<file path="config.mk">
export PLATFORM = sky130hd
export DESIGN_NAME = mm_mac_unit_flat
export DESIGN_NICKNAME = d
export VERILOG_FILES = /design/src/rtl/mm_mac_unit_if.sv /design/src/rtl/mm_mac_unit.sv /design/src/flat_wrapper.sv
export SDC_FILE = /design/constraint.sdc
export NUM_CORES = 1
export LEC_CHECK = 0
export CAP_MARGIN = 20
export CORE_UTILIZATION = 40
export CTS_CLUSTER_DIAMETER = 200
export DETAILED_ROUTE_END_ITERATION = 8
export PLACE_DENSITY = 0.56
export SYNTH_ARGS = -nofsm -noshare
export SYNTH_HDL_FRONTEND = slang
export SYNTH_SLANG_ARGS = --single-unit
</file>
<file path="constraint.sdc">
create_clock -name clk -period 12 [get_ports clk]
set_input_delay 1.8 -clock clk [delete_from_list [all_inputs] [get_ports clk]]
set_output_delay 1.8 -clock clk [all_outputs]
set_load 0.01 [all_outputs]
</file>
<file path="src/rtl/mm_mac_unit_if.sv">
// mm_mac_unit_if: operand/control, result and read-port signals of the MAC unit.
//   master : producer side (sequencer / test driver) drives terms, Start and rd_addr
//   slave  : the MAC unit, drives results, done and rd_data
interface mm_mac_unit_if #(
  parameter int unsigned DW    = 8,
  parameter int unsigned ACC_W = 2 * DW + 3
);
  logic             Start;
  logic             op_valid;
  logic [DW-1:0]    x_data;
  logic [DW-1:0]    a_data;
  logic             control;
  logic [3:0]       addr_P;
  logic [3:0]       rd_addr;
  logic [ACC_W-1:0] rd_data;
  logic             result_valid;
  logic [3:0]       result_addr;
  logic [ACC_W-1:0] result_data;
  logic             done;

  modport master (
    output Start, op_valid, x_data, a_data, control, addr_P, rd_addr,
    input  rd_data, result_valid, result_addr, result_data, done
  );

  modport slave (
    input  Start, op_valid, x_data, a_data, control, addr_P, rd_addr,
    output rd_data, result_valid, result_addr, result_data, done
  );
endinterface

</file>
<file path="src/rtl/mm_mac_unit.sv">
// mm_mac_unit: two-stage signed multiply-accumulate feeding a 16-entry product
// memory P (4x4 result, row-major) with a registered read port.
//   clk, rst   : rising-edge clock, synchronous active-high reset
//   bus.slave  : term inputs (op_valid, x_data, a_data, control, addr_P), Start,
//                result pulse (result_valid/addr/data), done, P read port
module mm_mac_unit #(
  parameter int unsigned DW    = 8,
  parameter int unsigned ACC_W = 2 * DW + 3
) (
  input  logic          clk,
  input  logic          rst,
  mm_mac_unit_if.slave  bus
);

  localparam int unsigned PROD_W    = 2 * DW;
  localparam int unsigned EXT_W     = ACC_W - PROD_W;
  localparam int unsigned P_DEPTH   = 16;
  localparam int unsigned CNT_W     = 5;
  localparam int unsigned N_RESULTS = 16;

  // Stage 1 registers
  logic [ACC_W-1:0] prod_q,   prod_d;
  logic             last_q,   last_d;
  logic [3:0]       p_addr_q, p_addr_d;
  logic             v1_q,     v1_d;

  // Stage 2 / accumulation state
  logic [ACC_W-1:0] acc_q,    acc_d;
  logic             first_q,  first_d;
  logic [CNT_W-1:0] count_q,  count_d;
  logic             done_q,   done_d;

  // Registered outputs
  logic             result_valid_q, result_valid_d;
  logic [3:0]       result_addr_q,  result_addr_d;
  logic [ACC_W-1:0] result_data_q,  result_data_d;
  logic [ACC_W-1:0] rd_data_q,      rd_data_d;

  // Product memory
  logic [ACC_W-1:0] mem_q [P_DEPTH];

  logic signed [PROD_W-1:0] prod_full;
  logic [ACC_W-1:0]         sum;
  logic                     wr_en;

  // Next-state logic for both pipeline stages, counters and outputs
  always_comb begin
    prod_d         = prod_q;
    last_d         = last_q;
    p_addr_d       = p_addr_q;
    v1_d           = 1'b0;
    acc_d          = acc_q;
    first_d        = first_q;
    count_d        = count_q;
    done_d         = done_q;
    result_valid_d = 1'b0;
    result_addr_d  = result_addr_q;
    result_data_d  = result_data_q;
    wr_en          = 1'b0;

    prod_full = $signed(bus.x_data) * $signed(bus.a_data);
    // Accumulator wraps modulo 2^ACC_W; first term of a dot product ignores acc.
    sum = (first_q ? '0 : acc_q) + prod_q;

    if (bus.op_valid && !bus.Start) begin
      v1_d     = 1'b1;
      prod_d   = {{EXT_W{prod_full[PROD_W-1]}}, prod_full};
      last_d   = ~bus.control;
      p_addr_d = bus.addr_P;
    end

    if (v1_q) begin
      acc_d = sum;
      if (last_q) begin
        wr_en          = 1'b1;
        result_valid_d = 1'b1;
        result_addr_d  = p_addr_q;
        result_data_d  = sum;
        first_d        = 1'b1;
        // Writes beyond the 16th in a run still land in P but are not counted.
        if (count_q < CNT_W'(N_RESULTS)) begin
          count_d = count_q + CNT_W'(1);
          if (count_q == CNT_W'(N_RESULTS - 1)) done_d = 1'b1;
        end
      end else begin
        first_d = 1'b0;
      end
    end

    // Start drops the in-flight stage-1 term; a stage-2 write above still happens.
    if (bus.Start) begin
      count_d = '0;
      done_d  = 1'b0;
      v1_d    = 1'b0;
      first_d = 1'b1;
    end

    // Read sees the pre-write contents on a same-edge collision.
    rd_data_d = mem_q[bus.rd_addr];
  end

  // Pipeline, state and output registers
  always_ff @(posedge clk) begin
    if (rst) begin
      prod_q         <= '0;
      last_q         <= 1'b0;
      p_addr_q       <= '0;
      v1_q           <= 1'b0;
      acc_q          <= '0;
      first_q        <= 1'b1;
      count_q        <= '0;
      done_q         <= 1'b0;
      result_valid_q <= 1'b0;
      result_addr_q  <= '0;
      result_data_q  <= '0;
      rd_data_q      <= '0;
    end else begin
      prod_q         <= prod_d;
      last_q         <= last_d;
      p_addr_q       <= p_addr_d;
      v1_q           <= v1_d;
      acc_q          <= acc_d;
      first_q        <= first_d;
      count_q        <= count_d;
      done_q         <= done_d;
      result_valid_q <= result_valid_d;
      result_addr_q  <= result_addr_d;
      result_data_q  <= result_data_d;
      rd_data_q      <= rd_data_d;
    end
  end

  // P storage, not reset; reset suppresses the write of any in-flight result
  always_ff @(posedge clk) begin
    if (!rst && wr_en) mem_q[p_addr_q] <= sum;
  end

  assign bus.result_valid = result_valid_q;
  assign bus.result_addr  = result_addr_q;
  assign bus.result_data  = result_data_q;
  assign bus.done         = done_q;
  assign bus.rd_data      = rd_data_q;

endmodule

</file>
<file path="src/flat_wrapper.sv">
// flat-port wrapper written by rule: the top's interface ports become plain ports
module mm_mac_unit_flat 
#(
  parameter int unsigned DW    = 8,
  parameter int unsigned ACC_W = 2 * DW + 3
)
  (clk, rst, bus_Start, bus_op_valid, bus_x_data, bus_a_data, bus_control, bus_addr_P, bus_rd_addr, bus_rd_data, bus_result_valid, bus_result_addr, bus_result_data, bus_done);
  mm_mac_unit_if #(.DW(DW), .ACC_W(ACC_W)) bus_i ();
  input  logic clk;
  input  logic rst;
  input wire logic [$bits(bus_i.Start)-1:0] bus_Start;
  input wire logic [$bits(bus_i.op_valid)-1:0] bus_op_valid;
  input wire logic [$bits(bus_i.x_data)-1:0] bus_x_data;
  input wire logic [$bits(bus_i.a_data)-1:0] bus_a_data;
  input wire logic [$bits(bus_i.control)-1:0] bus_control;
  input wire logic [$bits(bus_i.addr_P)-1:0] bus_addr_P;
  input wire logic [$bits(bus_i.rd_addr)-1:0] bus_rd_addr;
  output wire logic [$bits(bus_i.rd_data)-1:0] bus_rd_data;
  output wire logic [$bits(bus_i.result_valid)-1:0] bus_result_valid;
  output wire logic [$bits(bus_i.result_addr)-1:0] bus_result_addr;
  output wire logic [$bits(bus_i.result_data)-1:0] bus_result_data;
  output wire logic [$bits(bus_i.done)-1:0] bus_done;
  assign bus_i.Start = bus_Start;
  assign bus_i.op_valid = bus_op_valid;
  assign bus_i.x_data = bus_x_data;
  assign bus_i.a_data = bus_a_data;
  assign bus_i.control = bus_control;
  assign bus_i.addr_P = bus_addr_P;
  assign bus_i.rd_addr = bus_rd_addr;
  assign bus_rd_data = bus_i.rd_data;
  assign bus_result_valid = bus_i.result_valid;
  assign bus_result_addr = bus_i.result_addr;
  assign bus_result_data = bus_i.result_data;
  assign bus_done = bus_i.done;
  mm_mac_unit #(.DW(DW), .ACC_W(ACC_W)) u_core (.clk(clk), .rst(rst), .bus(bus_i));
endmodule
</file>
======== Word-level counts from Yosys, hierarchy flattened ========
Memories as Yosys holds them, arrays and structs flattened. A register that Yosys moved wholly into a read port is not among the register bits.
Index checks and enable logic that the tools add are counted.
operators by class
  add/sub/neg operators ................... 2
  $mul .................................... 1
  divide/modulo/power cells ............... 0
  magnitude comparators ................... 1
  eq/ne operators ......................... 1
  shift-type cells ........................ 0
  muxes and demuxes ....................... 6
  bitwise gates (word level) .............. 1
  reductions and logical operators ........ 8
operators by type and width
  kind                   number
  $add A19 B19 Y19       1
  $mux W19               1
  $mul A8 B8 Y16         1
  $add A5 B1 Y5 const B  1
  $eq A5 B4 Y1 const B   1
  $lt A5 B5 Y1 const B   1
  $mux W1                5
  $reduce_and A4 Y1      1
  $reduce_and A3 Y1      1
  $logic_and A1 B1 Y1    2
  $logic_not A1 Y1       2
  $reduce_and A2 Y1      1
  $reduce_or A2 Y1       1
  $not A1 Y1             1
word-level totals
  bits in registers ....................... 72
  latch bits .............................. 0
  bits in writable memories ............... 304
  memory bits (read-only) ................. 0
  input port bits ......................... 29
  output and inout port bits .............. 44
  word-level logic and storage cells ...... 32
  memories kept ........................... 1
memories
  name          depth  width  read ports  clocked after Yosys merged registers in  wr ports  line               RTL
  u_core.mem_q  16     19     1           1                                        1         mm_mac_unit.sv:40  logic [ACC_W-1:0] mem_q [P_DEPTH];

======== Longest topological paths before layout ========
Gate-level depths: netlist (run 1).
  depth in word-level cells ............... 5
  gate-level depth with buffers ........... 17

======== Least setup slack after synthesis (run 1) ========
No wires, ideal clock.
  kind .................................... in2reg
  start point ............................. input bus_x_data[7]
  end point ............................... register u_core.prod_q[14]
  setup time .............................. 106 ps
  arrival time ............................ 5383 ps
  path slack .............................. 6511 ps
  stages .................................. 15
  path buffers ............................ 0
  cell sequence ........................... and2_1 > fa_1 > inv_1 > fa_1 > inv_1 > fa_1 > inv_1 > fa_1 > inv_1 > ha_1 > a211oi_1 > o21ai_0 > a211oi_1 > nor2_1 > o311ai_0
between the ends
  longest elaborated chain between the ends .. 1
RTL lines
  what                  line                RTL
  start, declared       flat_wrapper.sv:13  input wire logic [$bits(bus_i.x_data)-1:0] bus_x_data;
  $mul A8 B8 Y16        mm_mac_unit.sv:61   prod_full = $signed(bus.x_data) * $signed(bus.a_data);
  end signal, assigned  mm_mac_unit.sv:118  prod_q <= prod_d;
  end, declared         mm_mac_unit.sv:22   logic [ACC_W-1:0] prod_q, prod_d;
Every way passes these cells.
A chain may end at the register's enable or synchronous reset.

======== Final worst setup path (run 1) ========
  start point ............................. input bus_a_data[2]
  end point ............................... register u_core.prod_q[14]
between the ends
  longest elaborated chain between the ends .. 1
RTL lines
  what             line                RTL
  start, declared  flat_wrapper.sv:14  input wire logic [$bits(bus_i.a_data)-1:0] bus_a_data;
  $mul A8 B8 Y16   mm_mac_unit.sv:61
Every way passes these cells.

==> results.md, run 1 <==
• edfxtp_1, inv_1, nand2_1 — ranking of synthesized cells by instance count
• 0 — n_diodes
• 0.789 — gpl congestion
• flip-flop to flip-flop — type of the worst min-delay path
• 215 um — Die Ht
• 24,400 um — Final HPWL DP
• 171 MHz — peak clock frequency supported by timing
• 395 — total number of clock tree sinks
• 58 — unique cell type count in the Yosys netlist
• 21,000 um^2 — Finished Cell Area
• 695 — initial detailed-routing violation count
• clkdlybuf4s50_1, nand2_1, inv_1, fa_1, inv_1, fa_1, inv_1, fa_1, inv_1, fa_1, inv_1, ha_1, a211oi_1, o21ai_0, a211oi_1, nor2_1, o311ai_0 — CP Cell Sequence
• 60.3% — part of the Yosys area used for sequential elements
• yes — TritonCTS clock tree
• 16.4% — share of layout cells above drive strength 1
• 6 — CP Buf/Inv Count
• 77 — number of standard-cell rows in the floorplan
• 41 — number of buffers inserted during clock tree synthesis
• primary input — startpoint kind of the worst setup timing path
• 1,449 — final net count
• 1060 ps — Slew @ Worst Pin
• 4 — number of optimization iterations in the first detailed-route pass
• 600 ps — CP max stage delay
• 1,220 — number of standard cells after synthesis
• 5830 ps — Tmin final
• 73 — top-level I/O count
• finished, final reports clean — run status
• 18.1% — aggregate global-route resource usage
• 304 — count of flip-flops with a built-in enable after synthesis
• primary input to flip-flop — critical path type
• 2 — CTS H-Tree Depth
• edfxtp_1 — largest area contributor in the synthesized netlist
• fa_1 — cell with the largest stage delay on the worst path
• 0 — Final ANT Viol Nets
• 11,000 um^2 — area taken by flip-flops and latches
• 0 — Hold Fails Final Rpt
• edfxtp_1 — count leader, synth
• 14.9 um^2 — per-instance average area after synthesis
• 46,300 um^2 — overall die area
• 0 — number of gates resized after CTS
• 72 — maximum number of pins on one net before global-route repair
• 215 um — x dimension of the die
• edfxtp_1, mux4_2, dfxtp_1 — top post-synthesis cells by area
• 3 — CTS Buffer Depth
• 0% — async set-reset flop share out of synthesis
• 6650 um^2 — area of the multi-input gates
• 40,700 um — total wire length after detailed routing
• 40.8% — initial core utilization
• flip-flop — endpoint class of the critical path
• 540 ps — clock network latency to the later pin of the worst-skew pair
• 0 ps — setup TNS
• adder cells — gate family responsible for the most delay along the worst path
• edfxtp_1 — prevailing post-synth register cell
• 10,100 — total number of vias
• 5650 ps — Worst Setup Slack post-DPL
• inv_1 — Worst path most repeated cell
• 18,200 um^2 — Post-Synthesis Cell Area
• no — setup repair after global routing missed its margin
• 50.3% — share of the synthesized area in the top cell type
• 10,600 — number of global-route vias before repair
• 169 nW/um^2 — Cell Pwr Density
• 0 — Synth Warn #
• 0 — endpoints failing setup
• 1,354 — post-synth net total
• 8 — maximum net fanout on the critical path
• 7.57 nW — Leak Pwr
• 21.0 um — routed len/inst
• 15.1 ps — Clock Skews
• clkbuf_16 — root buffer cell
• 6170 ps — slack of the critical path
• 0 — # DRC
• 15.6% — area growth from synthesis to final layout
• 5.23 — ratio of routed vias to standard cells
• 12,440 ps — Crit path required time
• 60 ps — clock transition at the registers of the reported paths
• 29.2% — Worst slew margin
• 0 — cts-stage hold buffer count
• 0 — remaining global-route overflow
• 44,500 um^2 — area of the core region
• 19,600 um^2 — area after detailed placement
• 0.00356 W — Design Power
• 0 — Max Cap Violations
• 1 — initial antenna violation count
• 72 — count of buffers inserted at the top-level ports
• 6280 ps — signal arrival time at the worst endpoint
• 0 — Max Slew Vio Count
• 0 — post-CTS setup buffer count
• 63,200 um — wire length of the first global-routing pass
• 0.104 mV — worst IR drop on VDD
• 459 ps — Worst Hold Margin
• 3,949 — Filler Cells Inserted
• 48.6% — Final Cycle Share
• 395 — FF+latch count, synth
## through the flow
stage	util (%)	std cells
after detailed placement	44.1	1861
after floorplan	-	1220
final	47.2	1940
after CTS	47.1	1937
after global routing	47.2	1940
after global placement	44.1	1859
## sequential cells by signal, indices dropped and copies added (netlist names)
signal / cells
u_core.p_addr_q: 4
u_core.v1_q: 1
u_core.bus.result_addr: 4
u_core.bus.rd_data: 19
u_core.last_q: 1
u_core.bus.done: 1
u_core.acc_q: 19
u_core.mem_q: 304
u_core.bus.result_data: 19
u_core.prod_q: 16
u_core.count_q: 5
u_core.first_q: 1
u_core.bus.result_valid: 1
## placed cells by master, fill, tap and decap left out, types with 4 or more instances in the layout
master and count:
edfxtp_1 304, inv_1 98, nand2_1 96, mux4_2 95, dfxtp_1 91, clkdlybuf4s50_1 67
and2_1 62, fa_1 56, a21oi_1 54, ha_1 49, nor2_1 43, clkbuf_16 43
buf_4 35, xnor2_1 22, nor2b_1 22, o21ai_0 21, a211oi_1 18, nor2_2 12
mux2i_1 12, clkbuf_1 11, nand2b_1 10, nand3_1 9, xor2_1 8, nand4_1 7
nor3_1 7, clkinv_1 6, o21bai_1 5, and3_1 5, o21a_1 5, a21o_1 5
a31oi_1 5, o311ai_0 5, clkinv_2 5, clkbuf_8 5, nor3_2 4
## worst reg2reg max path, delay by kind of cell (launching register included)
family          cells  cell delay [ps]
flops               1              870
compound gates      4              870
fa+ha+maj           1              410
xor+xnor            1              750
simple gates        2              190
buf+inv             1              470
## report_power, final
group	switching (W)	total [W]	internal [W]
Sequential	0.0000238	0.00161	0.00159
Combinational	0.000429	0.000708	0.000279
Clock	0.000523	0.00124	0.000715
Total	0.000976	0.00356	0.00258
## metal layers
layer  part of all wire [%]  global-route usage [%]
met5                  0.047                       0
met4                    1.2                    3.55
met3                    5.0                    3.10
met2                     49                    29.9
met1                     45                    25.1
## layout make-up
class	instances	area share, %
inverter	98	1.75
clock inverter	17	0.655
multi-input combinational	673	31.6
tap	592	3.53
timing repair buffer	106	4.65
clock buffer	59	5.65
sequential	395	52.1
## final timing paths
path / to / slack, ps / depth (start not counted) / from
setup / recovery: u_core.prod_q[14] / 6170 / 17 / bus_a_data[2]
hold reg to reg: u_core.prod_q[0] / 460 / 2 / u_core.prod_q[0]
setup reg to reg: u_core.mem_q[6][9] / 8060 / 9 / u_core.first_q
hold / removal: u_core.prod_q[0] / 460 / 2 / u_core.prod_q[0]
## cell families (layout without fill, tap and decap cells)
| group | Yosys count | after routing | share of synthesized area (%) |
|---|---|---|---|
| buffers and inverters | 152 | 280 | 3.44 |
| XOR/XNOR | 31 | 31 | 1.49 |
| flip-flops | 395 | 395 | 60.3 |
| adder cells (fa/ha/maj) | 105 | 105 | 9.55 |
| AND/OR/NAND/NOR | 295 | 295 | 8.11 |
| AO/OA/AOI/OAI | 134 | 134 | 4.62 |
| multiplexers | 108 | 108 | 12.5 |
Power figures use the tool's default switching activity.
==> inputs of run 2 (changes only) <==
- PLACE_DENSITY: 0.56 -> 0.58
- clock period: 12 -> 5.1 ns (I/O delays scaled with it)
==> run 2 against run 1 <==
Against the previous run:
- register-to-register slack lost 6500 ps
- critical path depth unchanged
- clock skew up 4.0 ps
- sequential power up 140%
- critical path type unchanged
- via count rose by 1.6%
- setup slack got worse by 5700 ps
- largest power group unchanged
- sequential share of layout area shrank 0.49 points
==> results.md, run 2 (synthesis results as in run 1) <==
• 41 — number of buffers inserted during clock tree synthesis, unchanged
• 396 nW/um^2 — Cell Pwr Density, +130%
• 44,500 um^2 — area of the core region, unchanged
• 6640 um^2 — area of the multi-input gates, -0.11%
• 10,300 — total number of vias, +1.6%
• 304 — number of flip-flops in the largest register, unchanged
• 0 — cts-stage hold buffer count, unchanged
• 395 — total number of clock tree sinks, unchanged
• primary input to flip-flop — critical path type
• 20.5 um — routed len/inst, -2.3%
• 5030 ps — signal arrival time at the worst endpoint, -1250 ps
• 24,700 um — Final HPWL DP, +1.3%
• 564 — initial detailed-routing violation count, -19%
• 215 um — Die Ht, unchanged
• 5.22 — ratio of routed vias to standard cells, -0.28%
• 18.1% — aggregate global-route resource usage, about the same
• 16.7% — area growth from synthesis to final layout
• edfxtp_1, inv_1, nand2_1 — leading cell types in the layout, fill and taps excluded
• flip-flop to flip-flop — type of the worst min-delay path
• 19.1 ps — Clock Skews, +3.97 ps
• 40.8% — initial core utilization, unchanged
• 10,800 — number of global-route vias before repair, +2.2%
• 3 — CTS Buffer Depth, unchanged
• 77 — number of standard-cell rows in the floorplan, unchanged
• 1,977 — number of standard cells in the final layout excluding fillers, +1.9%
• 0 — number of gates resized after CTS, unchanged
• 7 — number of optimization iterations in the first detailed-route pass, +3
• clkbuf_16 — root buffer cell
• 6 — maximum net fanout on the critical path, -2
• 11,000 um^2 — area taken by flip-flops and latches, unchanged
• 961 ps — Slew @ Worst Pin, -100 ps
• primary input — startpoint kind of the worst setup timing path
• 40,500 um — total wire length after detailed routing, -0.42%
• 60 ps — clock transition at the registers of the reported paths, about the same
• 3,898 — Filler Cells Inserted, -1.3%
• 459 ps — Worst Hold Margin, +0.834 ps
• 72 — count of buffers inserted at the top-level ports, unchanged
• 90.3% — Final Cycle Share
• 1 — initial antenna violation count, unchanged
• 0.797 — gpl congestion, +0.91%
• 1,484 — final net count, +2.4%
• 4600 ps — Tmin final
• 63,000 um — wire length of the first global-routing pass, -0.37%
• 0 — # DRC, unchanged
• 215 um — x dimension of the die, unchanged
• no — setup repair after global routing missed its margin
• 0 — Hold Fails Final Rpt, unchanged
• 19,900 um^2 — area after detailed placement, +1.4%
• yes — TritonCTS clock tree
• 0 — endpoints failing setup, unchanged
• 18.3% — share of layout cells above drive strength 1, +1.9 points
• 5530 ps — Crit path required time, -6910 ps
• finished, final reports clean — run status
• 40 — maximum number of pins on one net before global-route repair, -44%
• 0 — remaining global-route overflow, unchanged
• 1,897 — Post-Place Cells, +1.9%
• 46,300 um^2 — overall die area, unchanged
• flip-flop — endpoint class of the critical path
• 550 ps — clock network latency to the later pin of the worst-skew pair, about the same
• 2 — CTS H-Tree Depth, unchanged
• 0 — post-CTS setup buffer count, unchanged
• 7.70 nW — Leak Pwr, +1.7%
• edfxtp_1 — most common cell after layout, fill and taps aside
• 35.5% — Worst slew margin, +6.2 points
• 217 MHz — peak clock frequency supported by timing
• 73 — top-level I/O count, unchanged
• 21,200 um^2 — Finished Cell Area, +0.95%
• 0 — Final ANT Viol Nets, unchanged
• 0 — Max Slew Vio Count, unchanged
• u_core.mem_q — Most flops, register
• 0.375 mV — worst IR drop on VDD, +260%
• 0 — Max Cap Violations, unchanged
-- run 2: cell count changes in the layout (fill, tap and decap cells not counted), sizes merged --
cell and change:
bufinv -1, buf +34, clkinv +5, diode +2, clkdlybuf4s50 +1, clkbuf -4
-- run 2: stage by stage --
step	power (W)	worst slack (ps)	util, %	setup TNS, ps
after floorplan	0.00505	646	-	0
after global placement	0.00564	-3.13	44.7	-3.13
after detailed placement	0.00566	-38.7	44.7	-74.8
after CTS	0.00849	502	47.6	0
after global routing	0.00886	199	47.6	0
final	0.00840	496	47.6	0
-- run 2: layout make-up --
type / instances / share of cell area [%]
Antenna cell: 2 / 0.0236
Clock buffer: 55 / 5.38
Clock inverter: 21 / 0.649
Inverter: 98 / 1.73
Multi-Input combinational cell: 673 / 31.3
Sequential cell: 395 / 51.6
Tap cell: 592 / 3.49
Timing Repair Buffer: 141 / 5.77
-- run 2: metal layers --
| layer | global-route usage, % | wire length, um | part of all wire [%] |
|---|---|---|---|
| met1 | 24.2 | 18000 | 44 |
| met2 | 30.7 | 20100 | 50 |
| met3 | 2.93 | 1700 | 4.2 |
| met4 | 4.42 | 734 | 1.8 |
| met5 | 0 | 0 | 0 |
-- run 2: power by group --
group | total [W] | leakage (nW) | internal, W | switching, W
Sequential | 0.00379 | 3.66 | 0.00374 | 0.0000545
Combinational | 0.00178 | 3.42 | 0.000742 | 0.00104
Clock | 0.00283 | 0.622 | 0.00159 | 0.00124
Total | 0.00840 | 7.70 | 0.00607 | 0.00233
-- run 2: path summary, 6_finish.rpt --
check,from,endpoint,slack (ps),cells past startpoint
setup / recovery,bus_a_data[2],u_core.prod_q[14],500,17
hold / removal,u_core.bus.result_data[12],u_core.bus.result_data[12],460,2
setup reg to reg,u_core.first_q,u_core.mem_q[4][14],1530,9
hold reg to reg,u_core.bus.result_data[12],u_core.bus.result_data[12],460,2
-- run 2: critical path, stage by stage --
cell and delay (ps):
clkdlybuf4s50_1 530, nand2_1 170, inv_1 100, fa_1 540
inv_1 70, fa_1 470, inv_1 50, fa_1 470
inv_1 50, fa_1 470, inv_1 40, ha_1 280
a211oi_1 190, o21ai_0 160, a211oi_1 270, nor2_1 90
o311ai_0 310
==> inputs of run 3 (changes only) <==
- CTS_CLUSTER_DIAMETER: 200 -> 50
- PLACE_DENSITY: 0.58 -> default
- PLACE_DENSITY_LB_ADDON: default -> 0.3
==> run 3 against run 2 <==
Against the previous run:
- global-route usage is 0.71 points lower
- critical path depth fell by 1
- worst hold slack got worse by 4.2 ps
- combinational power barely moved
- maximum frequency decreased by 1.9%
- largest power group unchanged
- via count is 1.6% lower
==> results.md, run 3 (synthesis results as in run 1) <==
• 215 um — Die Ht, unchanged
• 669 — initial detailed-routing violation count, +19%
• no — setup repair after global routing missed its margin
• 46,300 um^2 — overall die area, unchanged
• 92.0% — Final Cycle Share, +1.8 points
• 0.828 — gpl congestion, +4.0%
• 25,300 um — Final HPWL DP, +2.4%
• 964 ps — Slew @ Worst Pin, +2.89 ps
• 5 — CP Buf/Inv Count, -1
• primary input — startpoint kind of the worst setup timing path
• 215 um — x dimension of the die, unchanged
• flip-flop — endpoint class of the critical path
• primary input to flip-flop — critical path type
• 0 — Max Cap Violations, unchanged
• adder cells — gate family responsible for the most delay along the worst path
• 30.4% — global-route track usage on met2, -0.28 points
• 5520 ps — Crit path required time, about the same
• 5.17 — ratio of routed vias to standard cells, -0.85%
• 2 — CTS H-Tree Depth, unchanged
• 1,471 — final net count, -0.88%
• 0 — Final ANT Viol Nets, unchanged
• 0 — post-CTS setup buffer count, unchanged
• 2.55% — met3 layer usage reported by global route, -0.38 points
• finished, final reports clean — run status
• 406 ps — slack of the critical path, -89.6 ps
• 395 — total number of clock tree sinks, unchanged
• 42 — number of buffers inserted during clock tree synthesis, +2.4%
• 0 — Max Slew Vio Count, unchanged
• 16.7% — area growth from synthesis to final layout, about the same
• 60 ps — clock transition at the registers of the reported paths, about the same
• 46 — maximum number of pins on one net before global-route repair, +15%
• 213 MHz — peak clock frequency supported by timing, -1.9%
• 17.4% — aggregate global-route resource usage, -0.71 points
• 11,000 um^2 — area taken by flip-flops and latches, unchanged
• u_core.mem_q — Most flops, register
• 304 — number of flip-flops in the largest register, unchanged
• flip-flop to flip-flop — type of the worst min-delay path
• edfxtp_1, inv_1, nand2_1 — leading cell types in the layout, fill and taps excluded
• 0 — endpoints failing setup, unchanged
• 73 — top-level I/O count, unchanged
• yes — TritonCTS clock tree
• 22.5% — met1 Resource Use GR, -1.7 points
• 7.68 nW — Leak Pwr, -0.21%
• 61,100 um — wire length of the first global-routing pass, -3.0%
• 20.1 um — routed len/inst, -2.0%
• 5 — number of optimization iterations in the first detailed-route pass, -2
• 0 — number of gates resized after CTS, unchanged
• 0.220 mV — worst IR drop on VDD, -41%
• 72 — count of buffers inserted at the top-level ports, unchanged
• 0 — Hold Fails Final Rpt, unchanged
• 5120 ps — signal arrival time at the worst endpoint, +90 ps
• -164 ps — Worst Setup Slack post-DPL, -126 ps
• 10,100 — total number of vias, -1.6%
• clkbuf_16 — root buffer cell
• 44,500 um^2 — area of the core region, unchanged
• 2 — initial antenna violation count, +1
• 10,500 — number of global-route vias before repair, -2.8%
• 580 ps — CP max stage delay, +40 ps
• 402 nW/um^2 — Cell Pwr Density, +1.5%
• 35.7% — Worst slew margin, +0.27 points
• 550 ps — clock network latency to the later pin of the worst-skew pair, about the same
• 0 — remaining global-route overflow, unchanged
• clkdlybuf4s50_1, and2_1, inv_1, fa_1, fa_1, inv_1, fa_1, inv_1, fa_1, inv_1, ha_1, a211oi_1, o21ai_0, a211oi_1, nor2_1, o311ai_0 — CP Cell Sequence
• 6640 um^2 — area of the multi-input gates, unchanged
• 39,400 um — total wire length after detailed routing, -2.8%
• 4690 ps — Tmin final, +89.6 ps
• clkdlybuf4s50_1 — cell with the largest stage delay on the worst path
• 40.8% — initial core utilization, unchanged
• 0 — cts-stage hold buffer count, unchanged
• 77 — number of standard-cell rows in the floorplan, unchanged
• 3,892 — Filler Cells Inserted, -0.15%
• edfxtp_1 — most common cell after layout, fill and taps aside
• 0 — n_diodes, -2
• 7 — maximum net fanout on the critical path, +1
• 3 — CTS Buffer Depth, unchanged
• 0 — # DRC, unchanged
• met2 — layer with the highest usage
• 21.7 ps — Clock Skews, +2.66 ps
• 0 ps — setup TNS, unchanged
• 17.7% — share of layout cells above drive strength 1, -0.62 points
run 3: cell types whose count changed in the layout (fill, tap and decap cells not counted), moves of 2 or more:
cell,change
buf_4,-17
bufinv_16,+3
clkbuf_8,+3
inv_6,+3
buf_12,+2
clkbuf_1,-2
clkinv_1,-2
clkinv_4,-2
diode_2,-2
run 3: area by class of cell:
| type | instances | share of cell area [%] |
|---|---|---|
| Sequential cell | 395 | 51.6 |
| Timing Repair Buffer | 127 | 5.40 |
| Tap cell | 592 | 3.49 |
| Clock inverter | 20 | 0.885 |
| Multi-Input combinational cell | 673 | 31.3 |
| Clock buffer | 56 | 5.54 |
| Inverter | 98 | 1.73 |
run 3: worst register-to-register path, cell delays in order, from the launching register on:
cell and delay [ps]:
dfxtp_1 700, nor2b_1 110, ha_1 220, inv_1 70
fa_1 210, nand2b_1 170, a21oi_2 90, o21a_1 230
or4b_4 540, nand2_1 100, xor2_1 510, inv_1 370
run 3: path summary, 6_finish.rpt:
kind,startpoint,to,slack [ps],cells past startpoint
worst max-delay path,bus_a_data[3],u_core.prod_q[14],410,16
worst min-delay path,u_core.bus.result_data[12],u_core.bus.result_data[12],460,2
worst max register to register,u_core.first_q,u_core.mem_q[7][14],1430,11
worst min register to register,u_core.bus.result_data[12],u_core.bus.result_data[12],460,2
run 3: per-layer routing:
layer	share of wire [%]	up-vias
met2	51	222
met5	0.030	-
li1	-	4714
met1	42	5151
met3	4.6	52
met4	2.0	2
run 3: power breakdown:
part	switching (W)	internal (W)	leakage, nW
Combinational	0.00103	0.000719	3.36
Sequential	0.0000448	0.00374	3.66
Clock	0.00122	0.00178	0.665
run 3: metrics by stage:
step	power, W	hold slack [ps]	area [um^2]	instances	utilization [%]
floorplan	0.00505	436	18200	1220	-
global placement	0.00557	451	19800	1882	44.5
detailed placement	0.00560	451	19800	1884	44.6
CTS	0.00858	459	21200	1960	47.6
global route	0.00893	474	21200	1961	47.6
finish	0.00853	455	21200	1961	47.6
